===== src/rtl/ir_pkg.sv =====
// Processor-wide instruction format constants shared by the datapath blocks.
// The opcode sits in the upper bits and the immediate in the low bits of each word.
package ir_pkg;

  localparam int INSTR_W = 8;
  localparam int IMM_W   = 4;

  // Field boundaries of an instruction word.
  localparam int OPC_MSB = INSTR_W - 1;
  localparam int OPC_LSB = IMM_W;
  localparam int IMM_MSB = IMM_W - 1;
  localparam int IMM_LSB = 0;

  typedef logic [INSTR_W-1:0] instr_t;
  typedef logic [IMM_W-1:0]   imm_t;

  // Zero-extended immediate field of a word.
  function automatic imm_t imm_of(input instr_t w);
    return w[IMM_MSB:IMM_LSB];
  endfunction

endpackage


===== src/rtl/ir.sv =====
// Instruction register: captures the instruction word every clock edge.
// The immediate output is the low field of the held word, with no added latency.
module ir
  import ir_pkg::*;
#(
  parameter int INSTR_W = ir_pkg::INSTR_W,
  parameter int IMM_W   = ir_pkg::IMM_W
) (
  input  logic               clk,
  input  logic               RST,
  input  logic [INSTR_W-1:0] ir_in,
  output logic [IMM_W-1:0]   immediate,
  output logic [INSTR_W-1:0] ir_out
);

  // Loads unconditionally; reset wins over the incoming word.
  always_ff @(posedge clk) begin
    if (RST) ir_out <= '0;
    else     ir_out <= ir_in;
  end

  assign immediate = ir_out[IMM_W-1:0];

endmodule


===== config.mk =====
export PLATFORM = sky130hd
export DESIGN_NAME = ir
export DESIGN_NICKNAME = d
export VERILOG_FILES = /design/src/rtl/ir_pkg.sv /design/src/rtl/ir.sv
export SDC_FILE = /design/constraint.sdc
export NUM_CORES = 1
export LEC_CHECK = 0
export BUFFER_PORTS_ARGS = -buffer_cell sky130_fd_sc_hd__buf_2
export CAP_MARGIN = 30
export CORE_AREA = 2 2 39 41
export DETAILED_ROUTE_END_ITERATION = 8
export DIE_AREA = 0 0 41 43
export PLACE_DENSITY = 0.41
export SYNTH_ARGS = -nofsm -noshare
export SYNTH_HDL_FRONTEND = slang
export SYNTH_SLANG_ARGS = --single-unit

===== constraint.sdc =====
create_clock -name clk -period 0.8 [get_ports clk]
set_input_delay 0.16 -clock clk [delete_from_list [all_inputs] [get_ports clk]]
set_output_delay 0.16 -clock clk [all_outputs]
set_load 0.005 [all_outputs]

==> impl_metrics.csv <==
group,metric,value,unit
synth,synth_compound_area_share,0,%
route,wirelength,494,um
finish,multi_input_area,50.05,um2
synth,synth_warnings,0,
synth,synth_xor_area_share,0,%
cts,hold_buffers,0,
cts,htreeDepth,1,
global_routing,antenna_found_initial,0,
floorplan,rows,14,
finish,final_area,364.1,um2
route,wl_per_cell,8.821,um
synth,yosys_register_bits,8,
synth,synth_fa_ha_area_share,0,%
power,power.total,800.7,uW
place,dp_cells,53,
synth,netlist_top_cells_count,"dfxtp_1 (8), nor2b_1 (8), buf_4 (4)",
timing,finalSetupTns,-0.2925,ns
finish,top_register,"ir_out",
synth,syn_area,240.2,um2
finish,regArea,166.4,um2
synth,ys.flop_type,"dfxtp_1",
finish,fillCellCount,156,
floorplan,io_pins,22,
synth,async_reset_ff_share,0,%
synth,synth.largest_area_cell,"dfxtp_1",
status,status,"complete, but fails checks",
finish,diodes,0,
synth,synth_top_family_by_area,"simple AND/OR/NAND/NOR gates",
cts,cts_max_path_buffers,2,
worst_setup_path,critPathCaptureType,"output pin",
place,gp_congestion,0.5978,
route,via_per_inst,3.536,
synth,synth_edf_count,0,
synth,synthMuxAreaShare,0,%
place,place_area,335.3,um2
timing,worstMarginPinSlew,0.1378,ns
cts,cts_setup_buffers,0,
power,peakVddDrop,0.6484,mV
global_routing,grt_pass1_wl,717,um
synth,synthTopCellsByArea,"dfxtp_1 (67%), nor2b_1 (21%), buf_4 (13%)",
global_routing,grt_max_degree,9,
cts,clockRootBuffer,"clkbuf_4",
worst_setup_path,crit_family,"flip-flops",
route,routed-via-count,198,
cts,path_clk_slew,0.05,ns
global_routing,grt_usage,6.956,%
worst_setup_path,path_cells,"buf_2",
power,power.leakage,0.0001919,uW
route,drtIter0Drc,2,
worst_setup_path,critPathMaxFanout,2,
timing,rsz0062_at_grt,"true",
synth,synth_simple_gate_area_share,20.83,%
worst_setup_path,slowest_stage,"dfxtp_2",
worst_setup_path,cp_num_buf_inv,1,
place,port_buffers,21,
timing,final_hold_viol_count,0,
cts,cts_tree,"yes",
worst_setup_path,critPathKind,"flop to output pin",
synth,syn-num-nets,30,
synth,syn_inst,20,
finish,fin_cells,56,
finish,syn_to_final_growth,51.56,%
worst_setup_path,arrival,0.67,ns
synth,ys_seq_area_share,66.67,%
global_routing,grt_pass1_vias,190,
timing,period_share,103.5,%
timing,relSlewSlack,90.81,%
floorplan,core_area,1384,um2
timing,setup_viol,12,
finish,reg.largest.list,"ir_out: 8 flops",
timing,final.setup.worst_slack,-0.02814,ns
floorplan,fp.dieH,43,um
synth,synth_cell_type_count,3,
hold_path,hold_path.class,"primary input to flop",
timing,max_freq,1208,MHz
finish,drive_above_1_share,72.50,%
power,power_density,2199,nW/um2
finish,largest_reg_flops,8,
worst_setup_path,cp.required,0.64,ns
floorplan,die_x,41,um
route,dr.pass1.iters,4,
job,cap_viol_max_count,0,
route,drc,0,
timing,report.final.slew_viol_count,0,
floorplan,start_util,17.36,%
global_routing,grt-ovfl-total,0,
worst_setup_path,slowest_delay,0.31,ns
timing,period_needed,0.8281,ns
synth,avgSynthCellArea,12.01,um2
status,violations,"setup timing",
synth,yosys.area.top_type_share,66.67,%
route,ant_nets,0,
floorplan,dieArea,1763,um2
finish,num-nets-final,52,
worst_setup_path,critPathLaunchType,"flop",
cts,cts.sinks,8,
cts,numCtsBuffers,3,
cell usage in the layout (no fill, tap or decap):
master / count
dfxtp_1: 3
dfxtp_2: 5
nor2b_1: 8
buf_2: 21
clkbuf_4: 3
per-stage QoR:
step	hold WS [ns]	setup WS, ns	utilization [%]
2_1_floorplan	0.2316	0.2140	-
3_3_place_gp	0.3725	0.2312	24.23
3_5_place_dp	0.3762	0.2241	24.23
4_1_cts	0.1127	-0.04425	26.04
5_1_grt	0.1145	-0.07305	26.31
6_report	0.1197	-0.02814	26.31
what timing repair did:
action,4_1_cts,5_1_grt
resized for setup,2,3
endpoints found under the setup margin,12,12
cloned,0,0
per-layer routing:
metal,routed length (um),global-route usage [%]
met1,202,5.863
met2,181,8.750
met3,110,8.901
met4,0,4.000
met5,0,0
power breakdown:
group	internal, uW	total [uW]	switching [uW]
clock network	171	297	126
registers	423	429	6.39
logic	45.4	74.3	28.9
final cells by class:
cell class / instances / share of cell area (%)
multi-input combinational: 8 / 13.75
clock buffer: 3 / 6.186
tap: 16 / 5.498
timing repair buffer: 21 / 28.87
sequential: 8 / 45.70
final timing paths:
check,end,slack (ns),start,cells after the start
worst min-delay path,ir_out[4],0.12,ir_in[4],2
worst max-delay path,immediate[3],-0.03,ir_out[3],1
kinds of logic (layout without fill, tap and decap cells):
kind of cell | after synthesis | after routing
DFF | 8 | 8
and+or+nand+nor | 8 | 8
buffers and inverters | 4 | 24
Power figures use the tool's default switching activity.
